===== src/rtl/text_reveal_ctrl_pkg.sv =====
// Shared types and constants for the letter-reveal controller and its frame divider.
package text_reveal_ctrl_pkg;
  localparam int NUM_SLOTS = 8;
  localparam int COORD_W   = 10;
  localparam int GLYPH_W   = 32;
  localparam int GLYPH_H   = 40;
  localparam int CNT_W     = 8;

  typedef enum logic [1:0] {
    ST_IDLE   = 2'd0,
    ST_REVEAL = 2'd1,
    ST_BLINK  = 2'd2,
    ST_HOLD   = 2'd3
  } state_e;

  // Thermometer mask of the first n slots.
  function automatic logic [NUM_SLOTS-1:0] slot_mask(input logic [3:0] n);
    logic [NUM_SLOTS-1:0] m;
    m = '0;
    for (int i = 0; i < NUM_SLOTS; i++)
      if (4'(i) < n) m[i] = 1'b1;
    return m;
  endfunction
endpackage


===== src/rtl/text_reveal_ctrl_frame_div.sv =====
// Counts frame ticks against a programmable limit; term pulses on the tick that completes the period.
module frame_div
  import text_reveal_ctrl_pkg::*;
#(
  parameter int W = CNT_W
) (
  input  logic         clk,
  input  logic         rst_n,
  input  logic         clr,
  input  logic         run,
  input  logic         tick,
  input  logic [W-1:0] limit,
  output logic         term
);
  logic [W-1:0] cnt;

  // A clear wins over a coincident tick, so that tick is simply lost.
  assign term = run && tick && !clr && (cnt == limit - W'(1));

  always_ff @(posedge clk or negedge rst_n) begin
    if (!rst_n)              cnt <= '0;
    else if (clr)            cnt <= '0;
    else if (run && tick)    cnt <= term ? '0 : cnt + W'(1);
  end
endmodule


===== src/rtl/text_reveal_ctrl.sv =====
// Sequences glyph enables: reveal letters one at a time, blink the word, then hold it lit.
module text_reveal_ctrl
  import text_reveal_ctrl_pkg::*;
#(
  parameter int REVEAL_FRAMES = 15,
  parameter int BLINK_FRAMES  = 30,
  parameter int BLINK_COUNT   = 3,
  parameter int PITCH         = 40
) (
  input  logic                           clk,
  input  logic                           rst_n,
  input  logic                           frame_tick,
  input  logic                           start,
  input  logic                           clear,
  input  logic [3:0]                     num_letters,
  input  logic [COORD_W-1:0]             base_x,
  input  logic [COORD_W-1:0]             base_y,
  output logic [NUM_SLOTS-1:0]           en,
  output logic [NUM_SLOTS*COORD_W-1:0]   slot_x0,
  output logic [COORD_W-1:0]             y0,
  output logic                           busy,
  output logic                           done
);
  localparam logic [4:0] BLINK_LAST = (BLINK_COUNT == 0) ? 5'd0 : 5'(2*BLINK_COUNT - 1);

  state_e         state, state_nxt;
  logic [3:0]     num_q;
  logic [3:0]     lit_cnt;
  logic [4:0]     blink_cnt;
  logic           legal_start, run, term, done_set;
  logic [CNT_W-1:0] limit;
  logic [NUM_SLOTS-1:0] mask;

  assign legal_start = start && (num_letters != 4'd0) && (num_letters <= 4'(NUM_SLOTS));
  assign run         = (state == ST_REVEAL) || (state == ST_BLINK);
  assign limit       = (state == ST_BLINK) ? CNT_W'(BLINK_FRAMES) : CNT_W'(REVEAL_FRAMES);
  assign mask        = slot_mask(num_q);

  frame_div #(.W(CNT_W)) u_div (
    .clk   (clk),
    .rst_n (rst_n),
    .clr   (clear || legal_start),
    .run   (run),
    .tick  (frame_tick),
    .limit (limit),
    .term  (term)
  );

  always_ff @(posedge clk or negedge rst_n) begin
    if (!rst_n) state <= ST_IDLE;
    else        state <= state_nxt;
  end

  always_comb begin
    state_nxt = state;
    if (clear)            state_nxt = ST_IDLE;
    else if (legal_start) state_nxt = ST_REVEAL;
    else begin
      case (state)
        ST_REVEAL: if (term && lit_cnt >= num_q) state_nxt = ST_BLINK;
        ST_BLINK:  if (BLINK_COUNT == 0 || (term && blink_cnt == BLINK_LAST)) state_nxt = ST_HOLD;
        default:   state_nxt = state;
      endcase
    end
  end

  always_comb begin
    busy     = run;
    done_set = (state_nxt == ST_HOLD) && (state != ST_HOLD);
  end

  always_ff @(posedge clk or negedge rst_n) begin
    if (!rst_n) begin
      done      <= 1'b0;
      en        <= '0;
      num_q     <= '0;
      lit_cnt   <= '0;
      blink_cnt <= '0;
      y0        <= '0;
      slot_x0   <= '0;
    end else begin
      done <= done_set;
      if (clear) begin
        en <= '0;
      end else if (legal_start) begin
        num_q     <= num_letters;
        en        <= NUM_SLOTS'(1);
        lit_cnt   <= 4'd1;
        blink_cnt <= '0;
        y0        <= base_y;
        // Slot origins wrap at 10 bits by truncation.
        for (int i = 0; i < NUM_SLOTS; i++)
          slot_x0[i*COORD_W +: COORD_W] <= base_x + COORD_W'(i*PITCH);
      end else begin
        case (state)
          ST_REVEAL: if (term && lit_cnt < num_q) begin
            en[lit_cnt[2:0]] <= 1'b1;
            lit_cnt          <= lit_cnt + 4'd1;
          end
          ST_BLINK: begin
            if (BLINK_COUNT == 0) en <= mask;
            else if (term) begin
              blink_cnt <= blink_cnt + 5'd1;
              en        <= (blink_cnt == BLINK_LAST) ? mask : (en ^ mask);
            end
          end
          default: en <= en;
        endcase
      end
    end
  end
endmodule


===== config.mk =====
export PLATFORM = sky130hd
export DESIGN_NAME = text_reveal_ctrl
export DESIGN_NICKNAME = d
export VERILOG_FILES = /design/src/rtl/text_reveal_ctrl_pkg.sv /design/src/rtl/text_reveal_ctrl_frame_div.sv /design/src/rtl/text_reveal_ctrl.sv
export SDC_FILE = /design/constraint.sdc
export NUM_CORES = 1
export LEC_CHECK = 0
export CAP_MARGIN = 30
export CORE_UTILIZATION = 40
export DETAILED_ROUTE_END_ITERATION = 16
export GPL_ROUTABILITY_DRIVEN = 0
export HOLD_SLACK_MARGIN = 0.15
export PLACE_DENSITY = 0.73
export SKIP_LAST_GASP = 1
export SYNTH_ARGS = -nofsm -noshare
export SYNTH_HDL_FRONTEND = slang
export SYNTH_HIERARCHICAL = 1
export SYNTH_SLANG_ARGS = --single-unit

===== constraint.sdc =====
create_clock -name clk -period 9.3 [get_ports clk]
set_input_delay 0.93 -clock clk [delete_from_list [all_inputs] [get_ports clk]]
set_output_delay 0.93 -clock clk [all_outputs]
set_load 0.01 [all_outputs]

[Word-level counts from Yosys, hierarchy flattened]
Index checks and enable logic that the tools add are counted.
Cells by class
  add/sub/neg operators: 11
  magnitude comparators: 13
  eq/ne operators: 8
  muxes and demuxes: 31
  bitwise logic cells: 3
  reduce and logical (&&, ||, !) cells: 24
Operator list (count)
  8-bit two-way mux: 8
  10-bit by 8-bit adder with 10-bit output, second input constant: 3
  10-bit by 7-bit adder with 10-bit output, second input constant: 2
  5-bit two-way mux: 4
  3-bit by 4-bit < comparator with 1-bit output, first input constant: 4
  8-bit case mux with 2 select lines: 1
  4-bit two-way mux: 3
  10-bit by 6-bit adder with 10-bit output, second input constant: 1
  10-bit by 9-bit adder with 10-bit output, second input constant: 1
  1-bit logical AND: 10
  2-bit nonzero test: 5
  1-bit two-way mux: 9
  3-bit AND reduction: 3
  8-bit by 1-bit adder with 8-bit output, second input constant: 1
  8-bit == test: 1
  1-bit by 4-bit < comparator with 1-bit output, first input constant: 2
  2-bit by 4-bit < comparator with 1-bit output, first input constant: 2
  2-bit two-way mux: 4
  8-bit OR: 1
  4-bit nonzero test: 2
  8-bit XOR: 1
  5-bit by 1-bit subtractor with 6-bit output, second input constant: 1
  5-bit by 1-bit adder with 5-bit output, second input constant: 1
  5-bit by 3-bit == test with 1-bit output, second input constant: 1
  17 further kinds: 19
Storage, ports and cells
  bits in registers: 122
  bits of input ports: 29
  output and inout port bits: 100
  logic and storage cells: 99

[Depth between registers and ports, before layout]
Gate-level depths: netlist (run 1).
  depth in word-level cells: 14
  depth in mapped cells: 17
  depth with buffers taken out: 15

[By module]
The synthesis (run 1) kept the hierarchy.
By module, submodules not included
  text_reveal_ctrl: instances 1, cells an instance 509, area each 4618.2 um2, seq. area each 2077.0 um2
  frame_div: instances 1, cells an instance 83, area each 688.2 um2, seq. area each 200.2 um2

[Worst setup path before layout (run 1)]
OpenSTA, ideal clock, no wires.
  path kind: input -> register
  start point: input port num_letters[1]
  end point: register en[1]
  arrival: 3564 ps
  required time: 9206 ps
  setup slack: 5642 ps
  stages: 12
  buffers on the path: 3
  cell sequence: nor4_4 -> nor3_4 -> or2_1 -> buf_4 -> clkbuf_1 -> nor4_1 -> inv_1 -> a211oi_1 -> a41o_1 -> clkbuf_1 -> a21oi_1 -> a211oi_1
On the way
  word-level cells in the longest chain between the ends: 10
Ends and longest elaborated chain
  start, declared: RTL line text_reveal_ctrl.sv:15  | input logic [3:0] num_letters,
  parallel branches: the longest is 2 deep, another holds 4-bit less-or-equal comparator
  1-bit logical AND (*): RTL line text_reveal_ctrl.sv:34  | assign legal_start = start && (num_letters != 4'd0) && (num_letters <= 4'(NUM_SLOTS));
  1-bit logical OR (*): RTL line text_reveal_ctrl.sv:42  | .clr (clear || legal_start),
  1-bit logical NOT (*): RTL line text_reveal_ctrl_frame_div.sv:18  | assign term = run && tick && !clr && (cnt == limit - W'(1));
  1-bit logical AND (*) (2 in series): RTL line text_reveal_ctrl_frame_div.sv:18
  via term: RTL line text_reveal_ctrl.sv:30  | logic legal_start, run, term, done_set;
  1-bit logical AND: RTL line text_reveal_ctrl.sv:96  | ST_REVEAL: if (term && lit_cnt < num_q) begin
  4-bit by 3-bit != test with 1-bit output (no line)
  3-bit AND reduction (no line) (*)
  end signal, assigned: RTL line text_reveal_ctrl.sv:101  | if (BLINK_COUNT == 0) en <= mask;
  end signal, assigned: RTL line text_reveal_ctrl.sv:104  | en <= (blink_cnt == BLINK_LAST) ? mask : (en ^ mask);
  end signal, assigned: RTL line text_reveal_ctrl.sv:107  | default: en <= en;
  end, declared: RTL line text_reveal_ctrl.sv:18  | output logic [NUM_SLOTS-1:0] en,
Mark *: on every way through the listed nets, which the timed path passes.
A chain may end at the register's enable or synchronous reset.

[Final worst setup path (run 1)]
  start point: input port num_letters[1]
  end point: register done
On the way
  word-level cells in the longest chain between the ends: 14
Ends and longest elaborated chain
  parallel branches: the longest is 2 deep, another holds 4-bit less-or-equal comparator
  1-bit logical AND (*): RTL line text_reveal_ctrl.sv:34
  1-bit logical OR (*): RTL line text_reveal_ctrl.sv:42
  1-bit logical NOT (*): RTL line text_reveal_ctrl_frame_div.sv:18
  1-bit logical AND (*) (2 in series): RTL line text_reveal_ctrl_frame_div.sv:18
  via term: RTL line text_reveal_ctrl.sv:30
  1-bit logical AND (on tied branches): RTL line text_reveal_ctrl.sv:61, text_reveal_ctrl.sv:60
  2-bit two-way mux (on tied branches): RTL line text_reveal_ctrl.sv:61, text_reveal_ctrl.sv:60
  2-bit case mux with 2 select lines (*): RTL line text_reveal_ctrl.sv:59  | case (state)
  2-bit two-way mux (*): RTL line text_reveal_ctrl.sv:57  | else if (legal_start) state_nxt = ST_REVEAL;
  2-bit two-way mux (*): RTL line text_reveal_ctrl.sv:56  | if (clear) state_nxt = ST_IDLE;
  2-bit == test (*): RTL line text_reveal_ctrl.sv:69  | done_set = (state_nxt == ST_HOLD) && (state != ST_HOLD);
  1-bit logical AND (*): RTL line text_reveal_ctrl.sv:69
  via done_set: RTL line text_reveal_ctrl.sv:30
  end signal, assigned: RTL line text_reveal_ctrl.sv:82  | done <= done_set;
  end, declared: RTL line text_reveal_ctrl.sv:22  | output logic done
Marked as above.

==> results.cfg, run 1 <==
[grt]
gr-total-overflow = 0
grt_max_degree = 76
grt_pass1_wl_um = 21100
grt_usage_pct = 20.0
grt_pass1_vias = 4292
grt_antenna_before_repair = 0

[timing]
setup_viol_count_final = 0
period_minus_slack_ns = 4.25
fin_worst_hold_slack_ns = 0.475
finalHoldViolCount = 0
slew_headroom_pct = 43.3
drv_slew = 0
fin_tns_setup_ns = 0
fin_ws_ns = 5.05
skew_ns = 0.00652
finalCritPeriodShare_pct = 45.7
worstMarginPinSlew_ns = 0.850
rsz0062_at_grt = false
fmax_ghz = 0.235

[cts]
cts_max_level = 3
cts_tree = done
clkTransAtPathRegs_ns = 0.07
post_cts_buffers = 0
cts_resized = 0
max-clock-path-buffers = 2
root_buffer = clkbuf_16
cts.sinks = 91
cts_buffers = 9
cts_hold_buf = 0
clock_latency_ns = 0.34

[place]
hpwl_um = 9180
io_buffers = 128
preCtsSetupSlack_ns = 4.75
dp.cells = 856

[setup_path]
cp.required_ns = 9.55
r2r_end = done$_DFF_PN0_
arrival_ns = 4.50
r2r_setup_slack_ns = 5.34
rr_worst_depth = 14
criticalPathCategory = primary input to flop
setup.worst_path.end_class = flop
cp_max_fo = 24
r2r-start = state[0]$_DFF_PN0_
startpoint_type = primary input

[synth]
synth_cell_types = 62
ys_async_sr_fraction_pct = 100
ys_ff_latch = 91
synth.avg_cell_area_um2 = 8.96
synthesis.area_mm2 = 0.00531
synth-main-ff-cell = dfrtp_1
synth_cells = 592
ys_seq_area_share_pct = 42.9
synth-warning-count = 6
synth_edf_count = 0

[drt]
drt_iter0_drc = 264
ant_nets = 0
routedWlPerCell_um = 14.8
vias_per_cell = 5.09
wirelength_um = 12900
drc = 0
first_pass_iters = 5
routed-via-count = 4442

[run_status]
status = finished clean

[finish]
layout_commonest_cell = clkdlybuf4s50_1
fillers = 1150
layout_common_cells = clkdlybuf4s50_1 (127), nand2_1 (119), dfrtp_1 (91)
stdcell_count = 872
area_delta_synth_final_pct = 27.9
nNetsFinal = 749
antenna_cells = 0
drive_gt1_share_pct = 4.86

[floorplan]
die_area_mm2 = 0.0137
initial_core_util_pct = 41.5
core_mm2 = 0.0128
die_y_um = 117
die_x_um = 117
io_pins = 129
num_rows = 41

[power_and_ir_drop]
p_leak_uw = 0.00299
vdd.ir_drop.worst_mv = 0.141
power.total_uw = 1190
p_per_area_mw_per_mm2 = 175

[hold_path]
hold_path_depth = 2
holdPathEnd = y0[6]$_DFFE_PN0P_
hold_start = y0[6]$_DFFE_PN0P_
hold_class = flop to flop

[flow_run]
cap_violations = 0
cell families after synthesis:
family,Yosys count,share of synthesized area [%]
flip-flops,91,42.9
other,2,0.142
AND/OR/NAND/NOR,213,19.1
XOR/XNOR,40,6.60
buffers and inverters,85,9.43
adder cells (fa/ha/maj),25,5.89
multiplexers,1,0.189
AO/OA/AOI/OAI,135,15.7
critical path: stages:
cell             delay [ns]
clkdlybuf4s50_1        0.48
nor4_4                 0.44
nor3_4                 0.15
or2_1                  0.54
nor4_1                 0.76
nand2_1                0.37
o31ai_1                0.35
a221o_1                0.20
a31oi_1                0.06
nor3_1                 0.22
cell type report:
type	instances	area, um^2	area share [%]
Clock buffer	12	256	3.78
Clock inverter	4	32.5	0.479
Inverter	24	90.1	1.33
Multi-Input combinational cell	437	2610	38.4
Sequential cell	91	2280	33.5
Tap cell	172	215	3.17
Timing Repair Buffer	132	1310	19.3
sequential cells by signal, summed over array words and instances (netlist names):
signal     flops
slot_x0       49
y0            10
en             8
u_div/cnt      8
blink_cnt      5
lit_cnt        4
num_q          4
state          2
done           1
power breakdown:
group	total (uW)	leakage, uW	switching [uW]	internal [uW]
registers	492	0.00115	41.5	450
logic	342	0.00171	161	182
clock network	354	0.000136	156	198
total	1190	0.00299	358	830
synth_stat cells (all sizes together) (3+ instances only):
cell type | n | area share, %
a21oi | 30 | 2.8
nand3b | 3 | 0.42
a31oi | 5 | 0.59
nor4 | 4 | 1.0
xor2 | 18 | 3.0
nand2 | 120 | 8.5
nor2 | 34 | 2.5
o22ai | 4 | 0.47
or3 | 5 | 0.59
a21o | 3 | 0.42
o21ai | 55 | 5.2
o31ai | 6 | 0.94
xnor2 | 22 | 3.6
nor2b | 7 | 0.83
ha | 25 | 5.9
nor3 | 7 | 1.1
or4 | 3 | 0.50
dfrtp | 91 | 43
o211ai | 3 | 0.52
inv | 23 | 1.6
clkbuf | 14 | 0.99
buf | 47 | 6.7
o41ai | 4 | 0.66
nand4 | 4 | 0.47
or2 | 3 | 0.35
and2 | 3 | 0.35
o21a | 3 | 0.42
a211oi | 11 | 1.7
nand3 | 11 | 1.0
stage by stage:
| stage | instance area [um^2] | util (%) |
|---|---|---|
| finish | 6790 | 53.1 |
| CTS | 6790 | 53.1 |
| detailed placement | 6500 | 50.9 |
| global route | 6790 | 53.1 |
| floorplan | 5390 | - |
| global placement | 6500 | 50.9 |
worst max-delay path by stage:
stage	start	endpoint	cells past startpoint
CTS	num_letters[1]	done$_DFF_PN0_	10
floorplan	num_letters[1]	en[1]$_DFFE_PN0P_	12
global route	num_letters[1]	en[6]$_DFFE_PN0P_	8
finish	num_letters[1]	done$_DFF_PN0_	10
detailed placement	num_letters[1]	done$_DFF_PN0_	10
global placement	num_letters[1]	en[2]$_DFFE_PN0P_	8
layer usage:
layer  global-route usage [%]  share of wire [%]  vias up  routed length, um
li1                         -                  -     2169                  -
met2                     33.5                 51      126               6570
met1                     23.8                 41     2130               5340
met4                     6.41                1.2        0                155
met5                        0                  0        -                  0
met3                     7.31                6.4       17                825
Power figures use the tool's default switching activity.
==> inputs of run 2 (changes only) <==
Clock period 9.3 ns to 4.4 ns, I/O delays scaled along.
==> results.cfg, run 2 (synthesis gave the netlist of run 1 again) <==
[run_status]
status = finished clean

[cts]
cts_tree = done
root_buffer = clkbuf_16
cts.sinks = 91
clock_latency_ns = 0.35
cts_max_level = 3
post_cts_buffers = 0
cts_hold_buf = 0
cts_buffers = 9
max-clock-path-buffers = 2
clkTransAtPathRegs_ns = 0.06
cts_resized = 0

[timing]
period_minus_slack_ns = 3.60
fin_ws_ns = 0.796
finalHoldViolCount = 0
worstMarginPinSlew_ns = 0.781
drv_slew = 0
setup_viol_count_final = 0
fin_tns_setup_ns = 0
skew_ns = 0.00679
finalCritPeriodShare_pct = 81.9
slew_headroom_pct = 47.8
rsz0062_at_grt = false
fmax_ghz = 0.277

[drt]
ant_nets = 0
first_pass_iters = 4
vias_per_cell = 5.05
routed-via-count = 4420
drt_iter0_drc = 305
routedWlPerCell_um = 14.9
wirelength_um = 13000
drc = 0

[power_and_ir_drop]
p_leak_uw = 0.00301
vdd.ir_drop.worst_mv = 0.265
power.total_uw = 2490
p_per_area_mw_per_mm2 = 366

[setup_path]
cp_common_cell = inv_1
setup.worst_path.end_class = flop
criticalPathCategory = flop to flop
startpoint_type = flop
crit_chain = inv_1, ha_1, inv_1, inv_1, ha_1, xnor2_1, nor4_1, nand3_1, nor4_1, buf_4, nand2_1, o31ai_1, a221o_1, a31oi_1, nor3_1
cp.required_ns = 4.65
cp_slowest_cell = dfrtp_1
cp_max_fo = 8
max_stage_delay_ns = 0.41
arrival_ns = 3.86

[flow_run]
cap_violations = 0

[finish]
drive_gt1_share_pct = 5.12
regMostFlops = slot_x0
nNetsFinal = 752
top_regs = slot_x0 x49, y0 x10
layout_common_cells = clkdlybuf4s50_1 (127), nand2_1 (119), dfrtp_1 (91)
layout_commonest_cell = clkdlybuf4s50_1
antenna_cells = 0
area_delta_synth_final_pct = 28.2
largest_reg_flops = 49

[floorplan]
die_x_um = 117
die_area_mm2 = 0.0137
num_rows = 41
initial_core_util_pct = 41.5
die_y_um = 117
core_mm2 = 0.0128
io_pins = 129

[grt]
grt_max_degree = 55
grt_usage_pct = 19.7
grt_pass1_wl_um = 20900
grt_antenna_before_repair = 0
gr-total-overflow = 0
grt_pass1_vias = 4344

[hold_path]
hold_class = primary input to async pin

[place]
hpwl_um = 9160
preCtsSetupSlack_ns = 0.957
io_buffers = 128
-- run 2: metrics by stage --
step	utilization (%)	cell area, um^2	hold WS, ns	instances
after floorplan	-	5390	0.144	613
after global placement	51.0	6510	0.459	858
after detailed placement	51.0	6510	0.461	858
after CTS	53.1	6790	0.152	874
after global routing	53.3	6810	0.159	875
final	53.3	6810	0.126	875
-- run 2: metal layers --
layer / part of all wire, % / GRT usage, % / up-vias
met5: 0 / 0 / -
met4: 1.5 / 6.50 / 0
met3: 5.7 / 6.85 / 19
met2: 51 / 34.2 / 113
met1: 42 / 22.8 / 2117
li1: - / - / 2171
-- run 2: worst paths after layout --
path                               startpoint                 endpoint  slack, ns  depth (start not counted)
setup / recovery           state[0]$_DFF_PN0_           done$_DFF_PN0_       0.80                         15
hold / removal                          rst_n  slot_x0[17]$_DFFE_PN0P_       0.13                          1
setup reg to reg           state[0]$_DFF_PN0_           done$_DFF_PN0_       0.80                         15
hold reg to reg             y0[1]$_DFFE_PN0P_        y0[1]$_DFFE_PN0P_       0.47                          2
max in group asynchronous               rst_n  slot_x0[71]$_DFFE_PN0P_       3.29                          2
min in group clk            y0[1]$_DFFE_PN0P_        y0[1]$_DFFE_PN0P_       0.47                          2
-- run 2: cell type report --
type                       count  area [um^2]
tap                          172          215
sequential                    91         2280
fill                        1138         5970
multi-input combinational    437         2610
clock inverter                 5         38.8
inverter                      24         90.1
timing repair buffer         135         1340
clock buffer                  11          233
-- run 2: report_power, final --
group / internal [uW] / switching (uW) / total (uW)
sequential: 952 / 88.5 / 1040
clock: 387 / 334 / 721
combinational: 387 / 341 / 728
total: 1730 / 763 / 2490
-- run 2: worst max-delay path: cells and delay by family (launching register included) --
| kind | cells | cell delay, ns |
|---|---|---|
| fa+ha+maj | 2 | 0.52 |
| compound gates | 3 | 0.65 |
| xor+xnor | 1 | 0.13 |
| flops | 1 | 0.41 |
| buf+inv | 4 | 0.55 |
| simple gates | 5 | 1.25 |
